[src/rtl/rptr_empty_lvl.sv]
// Read-side pointer, empty/almost-empty and occupancy logic for an async FIFO.
// Every output is a flop, except raddr, which is sliced from the registered binary pointer.
module rptr_empty_lvl #(
  parameter int ADDRSIZE  = 4,
  parameter int AEMPTY_TH = 2
) (
  input  logic                rclk,
  input  logic                rrst,
  input  logic                rinc,
  input  logic [ADDRSIZE:0]   rq2_wptr,
  output logic [ADDRSIZE-1:0] raddr,
  output logic [ADDRSIZE:0]   rptr,
  output logic                rempty,
  output logic                raempty,
  output logic [ADDRSIZE:0]   rlevel,
  output logic                runderflow,
  output logic                rerr
);

  localparam logic [ADDRSIZE:0] DEPTH_V = {1'b1, {ADDRSIZE{1'b0}}};
  localparam logic [ADDRSIZE:0] AE_V    = AEMPTY_TH[ADDRSIZE:0];

  logic [ADDRSIZE:0] rbin_q, rbin_d;
  logic [ADDRSIZE:0] rptr_q, rptr_d;
  logic [ADDRSIZE:0] rlevel_q, rlevel_d;
  logic              rempty_q, rempty_d;
  logic              raempty_q, raempty_d;
  logic              runderflow_q, runderflow_d;
  logic              rerr_q, rerr_d;

  logic [ADDRSIZE:0] wbin;
  logic [ADDRSIZE:0] rgraynext;
  logic              rd_ok;

  // Gray-to-binary conversion of the synchronised write pointer.
  always_comb begin
    wbin = '0;
    wbin[ADDRSIZE] = rq2_wptr[ADDRSIZE];
    for (int i = ADDRSIZE - 1; i >= 0; i--)
      wbin[i] = wbin[i+1] ^ rq2_wptr[i];
  end

  always_comb begin
    rd_ok        = rinc & ~rempty_q;
    rbin_d       = rbin_q + {{ADDRSIZE{1'b0}}, rd_ok};
    rgraynext    = rbin_d ^ (rbin_d >> 1);
    rptr_d       = rgraynext;
    rlevel_d     = wbin - rbin_d;
    rempty_d     = (rgraynext == rq2_wptr);
    raempty_d    = (rlevel_d <= AE_V);
    // A level above DEPTH can only come from corrupted pointers; the flag is sticky.
    runderflow_d = runderflow_q | (rinc & rempty_q);
    rerr_d       = rerr_q | (rlevel_d > DEPTH_V);
  end

  always_ff @(posedge rclk) begin
    if (rrst) begin
      rbin_q       <= '0;
      rptr_q       <= '0;
      rlevel_q     <= '0;
      rempty_q     <= 1'b1;
      raempty_q    <= 1'b1;
      runderflow_q <= 1'b0;
      rerr_q       <= 1'b0;
    end else begin
      rbin_q       <= rbin_d;
      rptr_q       <= rptr_d;
      rlevel_q     <= rlevel_d;
      rempty_q     <= rempty_d;
      raempty_q    <= raempty_d;
      runderflow_q <= runderflow_d;
      rerr_q       <= rerr_d;
    end
  end

  assign raddr      = rbin_q[ADDRSIZE-1:0];
  assign rptr       = rptr_q;
  assign rempty     = rempty_q;
  assign raempty    = raempty_q;
  assign rlevel     = rlevel_q;
  assign runderflow = runderflow_q;
  assign rerr       = rerr_q;

endmodule

[config.mk]
export PLATFORM = sky130hd
export DESIGN_NAME = rptr_empty_lvl
export DESIGN_NICKNAME = d
export VERILOG_FILES = /design/src/rtl/rptr_empty_lvl.sv
export SDC_FILE = /design/constraint.sdc
export NUM_CORES = 1
export LEC_CHECK = 0
export CAP_MARGIN = 10
export CORE_MARGIN = 5
export CORE_UTILIZATION = 50
export CTS_CLUSTER_DIAMETER = 200
export DETAILED_ROUTE_END_ITERATION = 8
export GPL_ROUTABILITY_DRIVEN = 0
export PLACE_DENSITY = 0.89
export SLEW_MARGIN = 0
export SYNTH_ARGS = -nofsm -noshare
export SYNTH_HDL_FRONTEND = slang
export SYNTH_SLANG_ARGS = --single-unit
[constraint.sdc]
create_clock -name rclk -period 4.19 [get_ports rclk]
set_input_delay 0.838 -clock rclk [delete_from_list [all_inputs] [get_ports rclk]]
set_output_delay 0.838 -clock rclk [all_outputs]
set_load 0.01 [all_outputs]
-- After elaboration in Yosys (flattened, before gate mapping)
Index checks and enable logic that the tools add are counted.
- input port bits: 8
- output and inout bits: 18
- word-level logic and storage cells: 22
- bits in registers: 19
- magnitude comparators: 2
- equality and inequality tests: 1
- bitwise operators: 10
- $add $sub $neg: 2
- operator list (cell ; number):
    adder 5 x 1 -> 5 bit ; 1
    == test 5 bit ; 1
    > comparator 5 bit, second input constant ; 1
    less-or-equal comparator 5 x 2 -> 1 bit, second input constant ; 1
    subtractor 5 bit ; 1
    XOR 5 x 4 -> 5 bit ; 1
    XOR 1 bit ; 4
    AND 1 bit ; 2
    bitwise OR 1 bit ; 2
    NOT 1 bit ; 1

-- Longest topological paths before layout
- depth in word-level cells: 7
- gate-level depth with buffers: 10
- gate-level depth less buffers: 10

-- Worst setup path after synthesis
OpenSTA, ideal clock, no wires.
- path type: in2reg
- start point: input port rq2_wptr[2]
- end point: register rerr_q, in the netlist rerr
- arrival time: 3076 ps
- stages: 10
- buffers on the path: 0
- path slack: 1042 ps
- data required time: 4118 ps
- library setup time: 72 ps
- path through: xor3_2 xor2_1 xnor2_1 ha_1 inv_1 fa_1 o21ai_0 o21bai_1 mux2i_2 a2bb2oi_1
- cells in the longest elaborated chain, start to end: 6
- RTL lines (element ; line ; text):
    start, declared ; 10 ; input logic [ADDRSIZE:0] rq2_wptr,
    XOR 1 bit (*) ; 40 ; wbin[i] = wbin[i+1] ^ rq2_wptr[i];
    XOR 1 bit (2 in series) ; 40 ;
    subtractor 5 bit (*) ; 48 ; rlevel_d = wbin - rbin_d;
    > comparator 5 bit (*) ; 53 ; rerr_d = rerr_q | (rlevel_d > DEPTH_V);
    bitwise OR 1 bit (*) ; 53 ;
    end signal, assigned ; 72 ; rerr_q <= rerr_d;
    end, declared ; 29 ; logic rerr_q, rerr_d;
Every way passes the cells marked *; elsewhere a longest branch is shown, timed or not.
A chain may end at the register's enable or synchronous reset.

-- Final worst setup path
- start point: input port rq2_wptr[4]
- end point: register rerr_q, in the netlist rerr
- cells in the longest elaborated chain, start to end: 7
- RTL lines (element ; line):
    XOR 1 bit (4 in series) ; 40
    subtractor 5 bit (*) ; 48
    > comparator 5 bit (*) ; 53
    bitwise OR 1 bit (*) ; 53
Marks and branches as above.

==> out/results.tsv <==
metric	value	unit
outcome	finished clean	
yosysTopAreaCellShare	0.386	
cp_slowest_cell	clkdlybuf4s50_1	
fin_crit	3730	ps
clkTransAtPathRegs	100	ps
cp_top_family	XOR/XNOR gates	
max-slew-margin-rel	0.576	
yosys.area.top_type	dfxtp_1	
routed_via_density	4.95	
drtIter0Drc	3	
grt-ovfl-total	0	
cts_resized	0	
fin_crit_sh	0.889	
grt_usage	0.141	
syn_area_per_cell	10.6	µm²
synth_edf_count	0	
rsz0062_at_grt	no	
drc	0	
numCtsBuffers	3	
die_w	53.2	µm
dp.cells	136	
drtPass1Iterations	4	
core-area	0.00175	mm²
clk_path_buf_depth	2	
hold_viol	0	
root_buffer	clkbuf_4	
maxCapViolCount	0	
clkLatencyLatePin	290	ps
yosys-top-cells-area	dfxtp_1 (39%), xnor2_1 (7.5%), xor2_1 (7.5%), ha_1 (6.7%), nor2_1 (4.8%)	
synth_seq_cells	18	
worstSetupEndpointType	flip-flop	
antennaDiodeCount	0	
cts_tree	yes	
io_pins	26	
start_util	0.535	
totalWireLength	1830	µm
clock_sinks	18	
worst_pin_slew	634	ps
synthDistinctLibCells	33	
setup_violations	0	
postCtsHoldBufs	0	
whs	500	ps
flow.area_growth_from_synthesis	32.4	%
syn_nets	102	
cp_max_fo	7	
crit_arrival	3930	ps
powerDensity	368	mW/mm²
vias	693	
ys_seq_area_frac	0.386	
crit_buf_inv	2	
grt_first_pass_wirelength	2860	µm
fmaxAchievable	0.268	GHz
antenna_left	0	
fp.dieH	53.2	µm
async_reset_ff_frac	0	
fin_setup_tns	0	ps
drive_gt1_frac	0.0870	
post_drt_wl_per_cell	13.1	µm
fin_skew	5.20	ps
critPathRequiredTime	4400	ps
final-max-slew-violation-count	0	
grt_util_met1	0.157	
peakVddDrop	0.000214	V
io_buffers	25	
synthCells	88	
synth_ff_type	dfxtp_1	
grt_util_met2	0.259	
crit_type	primary input to flip-flop	
cpPeakStageDelay	570	ps
grt_pass1_vias	644	
worstSetupStartpointType	primary input	
fin_cells	140	
rows	15	
hold_class	flip-flop to flip-flop	
antenna_found_initial	0	
fin_nets	130	
post-cts-setup-buffer-count	0	
dieArea	0.00283	mm²
fin_util	0.708	
leakage	0.487	nW
htree_levels	1	
grt_start_max_net_pins	20	
crit_chain	clkdlybuf4s50_1 -> xor3_2 -> xor2_1 -> xnor2_1 -> ha_1 -> inv_1 -> fa_1 -> o21ai_0 -> o21bai_1 -> mux2i_2 -> a2bb2oi_1	
grt_util_met3	0.0225	
ys_warn_count	0	
grt.busiest_layer	met2	
place_hpwl	1500	µm
syn_area	933	µm²
[tightest hold or removal path: cells and delay by family, from the launching register on]
family | cells | cell delay (ps)
AOI/OAI and AO/OA | 1 | 40
DFF | 1 | 350
and+or+nand+nor | 1 | 80
[synth_stat cells, drive strengths merged, types with 2 or more instances]
library cell,n
a21oi,3
dfxtp,18
xor2,8
nor2,12
ha,5
nor2b,4
xor3,2
nand3,4
xnor2,9
or3,2
inv,2
[sequential cells by signal, indices dropped and copies added (netlist names)]
| name | count |
|---|---|
| rlevel | 5 |
| rptr | 4 |
| rerr | 1 |
| rempty | 1 |
| raempty | 1 |
| rbin_q | 5 |
| runderflow | 1 |
[cells by family after synthesis]
| kind of cell | share of synthesized area |
|---|---|
| xor+xnor | 0.232 |
| fa+ha+maj | 0.0992 |
| compound gates | 0.0938 |
| simple gates | 0.150 |
| mux | 0.0147 |
| flops | 0.386 |
| buf+inv | 0.0241 |
[cell usage in the layout, fill, tap and decap left out]
| master | count |
|---|---|
| nand2_1 | 1 |
| ha_1 | 5 |
| a2bb2oi_1 | 1 |
| clkdlybuf4s50_1 | 25 |
| a21o_1 | 1 |
| or2b_2 | 1 |
| o21ai_0 | 1 |
| inv_1 | 2 |
| a41o_1 | 1 |
| xnor2_1 | 8 |
| o21bai_1 | 1 |
| and2_1 | 1 |
| xnor2_4 | 1 |
| xor3_2 | 1 |
| nor3b_1 | 1 |
| or2_0 | 1 |
| a21oi_1 | 2 |
| nor2_1 | 12 |
| xor2_1 | 8 |
| a31o_1 | 1 |
| mux2i_2 | 1 |
| a21oi_2 | 1 |
| nor2b_1 | 4 |
| clkbuf_4 | 3 |
| a311oi_1 | 1 |
| clkbuf_8 | 1 |
| or3_1 | 2 |
| xor3_1 | 1 |
| fa_1 | 1 |
| a211oi_2 | 1 |
| nor3_1 | 1 |
| dfxtp_1 | 18 |
| nand3_1 | 4 |
| maj3_1 | 1 |
[power breakdown]
group / internal (mW) / switching (mW)
Sequential: 0.189 / 0.00611
Combinational: 0.0825 / 0.0697
Clock: 0.0528 / 0.0539
Total: 0.325 / 0.130
[path summary, 6_finish.rpt]
path	start	endpoint	slack, ps	cells past startpoint
max	rq2_wptr[4]	rerr	460	11
min	runderflow	runderflow	500	2
max reg2reg	rempty	rerr	1620	9
min reg2reg	runderflow	runderflow	500	2
[layout make-up]
type,instances,area (µm²)
timing repair buffer,25,250
sequential,18,360
clock buffer,4,36.3
fill,135,509
multi-input combinational,66,551
tap,25,31.3
inverter,2,7.51
[through the flow]
step | area, µm² | setup slack [ps] | power, mW
after floorplan | 933 | 1040 | 0.292
after global placement | 1200 | 445 | 0.347
after detailed placement | 1200 | 212 | 0.353
after CTS | 1240 | 510 | 0.459
after global routing | 1240 | 364 | 0.482
final | 1240 | 464 | 0.454
[routing by layer]
metal / part of all wire / up-vias
met1: 0.41 / 320
met4: 0.014 / 0
met5: 0 / -
met3: 0.042 / 2
met2: 0.53 / 19
li1: - / 352
No activity file was read; power rests on OpenSTA's default activity.
==> patch 1 (same settings) <==
Set the parameter `ADDRSIZE` to 8 (it was 4).
--- a/src/rtl/rptr_empty_lvl.sv
+++ b/src/rtl/rptr_empty_lvl.sv
@@ -2,5 +2,5 @@
 // Every output is a flop, except raddr, which is sliced from the registered binary pointer.
 module rptr_empty_lvl #(
-  parameter int ADDRSIZE  = 4,
+  parameter int ADDRSIZE  = 8,
   parameter int AEMPTY_TH = 2
 ) (
Interface: changed (resized raddr, rlevel, rptr and rq2_wptr); port bits go from 26 to 42. The function was not compared with the original's and may differ.
==> patch 1 against the unedited design <==
- register-to-register slack worse by 420 ps
- sequential cell count is 12 higher
- area after synthesis is 80% higher
- critical path depth is 5 higher
- maximum frequency is 4.5% lower
- clock skew is 6.6 ps higher
- highest routed layer unchanged
- final area is 99% higher
- worst setup slack worse by 180 ps
- wire length is 130% higher
- first-iteration DRC count grew to 30 times the old value
- count of clock-buffer cells in the layout is 3 higher
- total power is 120% higher
==> patch 1: results (changes against the unedited design) <==
hold_path:
  min_path_cells: 2  # unchanged
clocking:
  insertion_delay_ps: 330  # +40 ps
  cts_buffers: 5  # +2
  ctsRootBufferMaster: "clkbuf_4"
  htree_levels: 2  # +1
  post_cts_resize_count: 11  # +11
  post-cts-setup-buffers: 4  # +4
drt:
  wl_per_cell_um: 14.4  # +10%
  via_count: 1532  # +120%
  vias_per_cell: 5.16  # +4.2%
  drt_iter0_drc: 89  # +86
critical_path:
  cp.arrival_ps: 4060  # +130 ps
  cp_slowest_stage_delay_ps: 420  # -150 ps
  cp_max_fo: 3  # -4
  critPathSlowestCell: "xor3_2"
  startpoint: "rq2_wptr[8]"
  reg2reg_depth: 12  # +3
final_layout:
  num-nonclk-inverters: 5  # +3
  comb.multi_input.count: 138  # +110%
  regArea_um2: 601  # +67%
  multi_input_area_share: 0.444  # -0.00141
  clock_buffers: 7  # +3
  final-clk-cell-share: 0.0245  # -0.00489
  area_growth_pct: 46.0
  fillers: 213  # +58%
  final_nets: 273  # +110%
  nonClkBufAreaFrac: 0.256  # +0.0534
  drive_gt1_frac: 0.215  # +0.128
  seq_cells: 30  # +12
  buffers: 70  # +180%
pwr:
  p_leak_nw: 1.06  # +120%
  p_per_area_nw_per_um2: 411  # +12%
  power.share.sequential: 0.326  # -0.104
  power_switching_uw: 335  # +160%
  powerClk_uw: 181  # +69%
  max-vdd-ir-drop_mv: 0.303  # +41%
synthesis:
  syn_inst: 176  # +100%
  synthAdderAreaFrac: 0.0863  # -0.0129
  yosys-top-cells-count: "dfxtp_1 (30), nor2_1 (27), xnor2_1 (17)"
  ys_seq_area_frac: 0.357  # -0.0289
  muxShareOfSynthArea: 0.0119  # -0.00284
  ys_top_cells_by_area: "dfxtp_1 (36%), xnor2_1 (8.9%), ha_1 (7.4%), xor2_1 (6.2%), nor2_1 (6.0%)"
  synth-compound-area-share: 0.0878  # -0.00604
  synth_fp_nets: 199  # +95%
  synth_xor_area_frac: 0.249  # +0.0174
  yosys_warnings: 0  # unchanged
  netlist-cell-type-count: 39  # +18%
placement:
  dp_hpwl_mm: 3.08  # +110%
  dp_slack_ps: -665  # -877 ps
  dpl-instance-area_um2: 2300  # +92%
  dp.cells: 282  # +110%
  numPortBuffers: 41  # +64%
outcome:
  status: "finished clean"
timing:
  tightest_slew_ps: 1130  # +493 ps
  worst_clock_skew_ps: 11.8  # +6.61 ps
global_route:
  grt_pass1_wl_mm: 6.78  # +140%
  grt_max_degree: 31  # +55%
  track_usage: 0.198  # +0.0563
-- patch 1: cell count changes after synthesis, sizes merged, moves of 6 or more --
cell	delta
xnor2	+10
nor2	+15
dfxtp	+12
xor2	+6
nand2	+6
-- patch 1: path summary, 6_finish.rpt --
kind	slack (ps)	to
worst max register to register	1200	rerr$_SDFF_PP0_
worst min register to register	500	runderflow$_SDFF_PP0_
worst min-delay path	500	runderflow$_SDFF_PP0_
worst max-delay path	290	rerr$_SDFF_PP0_
-- patch 1: metal layers --
| metal | part of all wire | track usage | vias to the layer above |
|---|---|---|---|
| met5 | 0 | 0 | - |
| met4 | 0.015 | 0.0744 | 0 |
| met3 | 0.051 | 0.0542 | 5 |
| met2 | 0.53 | 0.356 | 43 |
| met1 | 0.40 | 0.219 | 738 |
| li1 | - | - | 746 |
-- patch 1: cells by family after synthesis --
logic type	after synthesis
multiplexers	2
XOR/XNOR	37
adder cells (fa/ha/maj)	11
buffers and inverters	8
flip-flops	30
AND/OR/NAND/NOR	65
AO/OA/AOI/OAI	23
==> patch 2 (same settings) <==
Without the edit above. Register the output `rlevel` once more, cleared by the reset; this adds one clock of latency there. The other outputs are not delayed to match.
--- a/src/rtl/rptr_empty_lvl.sv
+++ b/src/rtl/rptr_empty_lvl.sv
@@ -78,5 +78,11 @@
   assign rempty     = rempty_q;
   assign raempty    = raempty_q;
-  assign rlevel     = rlevel_q;
+  always_ff @(posedge rclk) begin
+    if (rrst) begin
+      rlevel <= '0;
+    end else begin
+      rlevel <= rlevel_q;
+    end
+  end
   assign runderflow = runderflow_q;
   assign rerr       = rerr_q;
Function: changed (Yosys sat finds a counterexample within 4 cycles, from zero or initial values and one cycle with rrst high).
==> patch 2 against the unedited design <==
- final area increased by 10%
- wire length rose by 6.8%
- total power rose by 9.2%
- worst setup slack improved by 130 ps
- sequential share of layout area up 4.7 points
- area after synthesis increased by 13%
- sequential cell count is 5 higher
- maximum frequency up 3.5%
- global-route usage down 0.88 points
- die area is 11% higher
- critical path type unchanged
==> patch 2: results (changes against the unedited design) <==
outcome:
  status: "finished clean"
critical_path:
  cp.arrival_ps: 3840  # -90 ps
synthesis:
  muxShareOfSynthArea: 0.0130  # -0.00173
  syn_inst: 98  # +11%
  ys_top_cells_by_area: "dfxtp_1 (44%), xnor2_1 (6.6%), xor2_1 (6.6%), ha_1 (5.9%), nor2b_1 (5.3%)"
  synth_fp_nets: 112  # +9.8%
  netlist-cell-type-count: 32  # -3.0%
  yosys-top-cells-count: "dfxtp_1 (23), nor2_1 (12), nor2b_1 (9)"
placement:
  dp_hpwl_mm: 1.54  # +3.0%
  dp_slack_ps: 296  # +84.0 ps
global_route:
  grt_pass1_wl_mm: 3.23  # +13%
  track_usage: 0.132  # -0.00880
  grt_max_degree: 25  # +25%
  grt_pass1_vias: 743  # +15%
pwr:
  power.share.sequential: 0.500  # +0.070
  max-vdd-ir-drop_mv: 0.269  # +25%
  power_switching_uw: 139  # +7.5%
  pwr-share-comb: 0.292  # -0.043
  p_leak_nw: 0.535  # +9.9%
  sw_frac_of_total: 0.281  # -0.00460
final_layout:
  final_cells: 152  # +8.6%
  drive_gt1_frac: 0.0800  # -0.00696
timing:
  tightest_slew_ps: 794  # +160 ps
drt:
  wl_per_cell_um: 12.9  # -1.6%
  vias_per_cell: 4.97  # +0.35%
  wl_met1_um: 783  # +4.3%
  wl_met3_um: 63  # -18%
clocking:
  insertion_delay_ps: 320  # +30 ps
[patch 2: path summary, 6_finish.rpt]
kind / to / slack, ps / cells after the start
worst min-delay path: rlevel[2]$_SDFF_PP0_ / 450 / 1
worst max-delay path: rerr$_SDFF_PP0_ / 590 / 11
worst min register to register: rlevel[2]$_SDFF_PP0_ / 450 / 1
worst max register to register: rerr$_SDFF_PP0_ / 1650 / 9
[patch 2: worst max-delay path, stage by stage]
cell             delay (ps)
clkdlybuf4s50_1         500
xor3_2                  510
xor2_1                  330
xnor2_1                 180
ha_1                    170
inv_1                    60
fa_1                    480
o21ai_0                 200
o21bai_1                120
mux2i_2                 250
a2bb2oi_1               210
[patch 2: per-layer routing]
metal	vias to the layer above	track usage
met4	0	0.102
met2	17	0.237
met3	4	0.0209
li1	385	-
met5	-	0
met1	349	0.135
[patch 2: final cells by class]
class	count	area, µm²
fillers	143	621
clock inverters	1	5.00
well taps	27	33.8
repair buffers	25	250
clock buffers	3	22.5
inverters	2	7.51
multi-input cells	71	582
flip-flops and latches	23	460
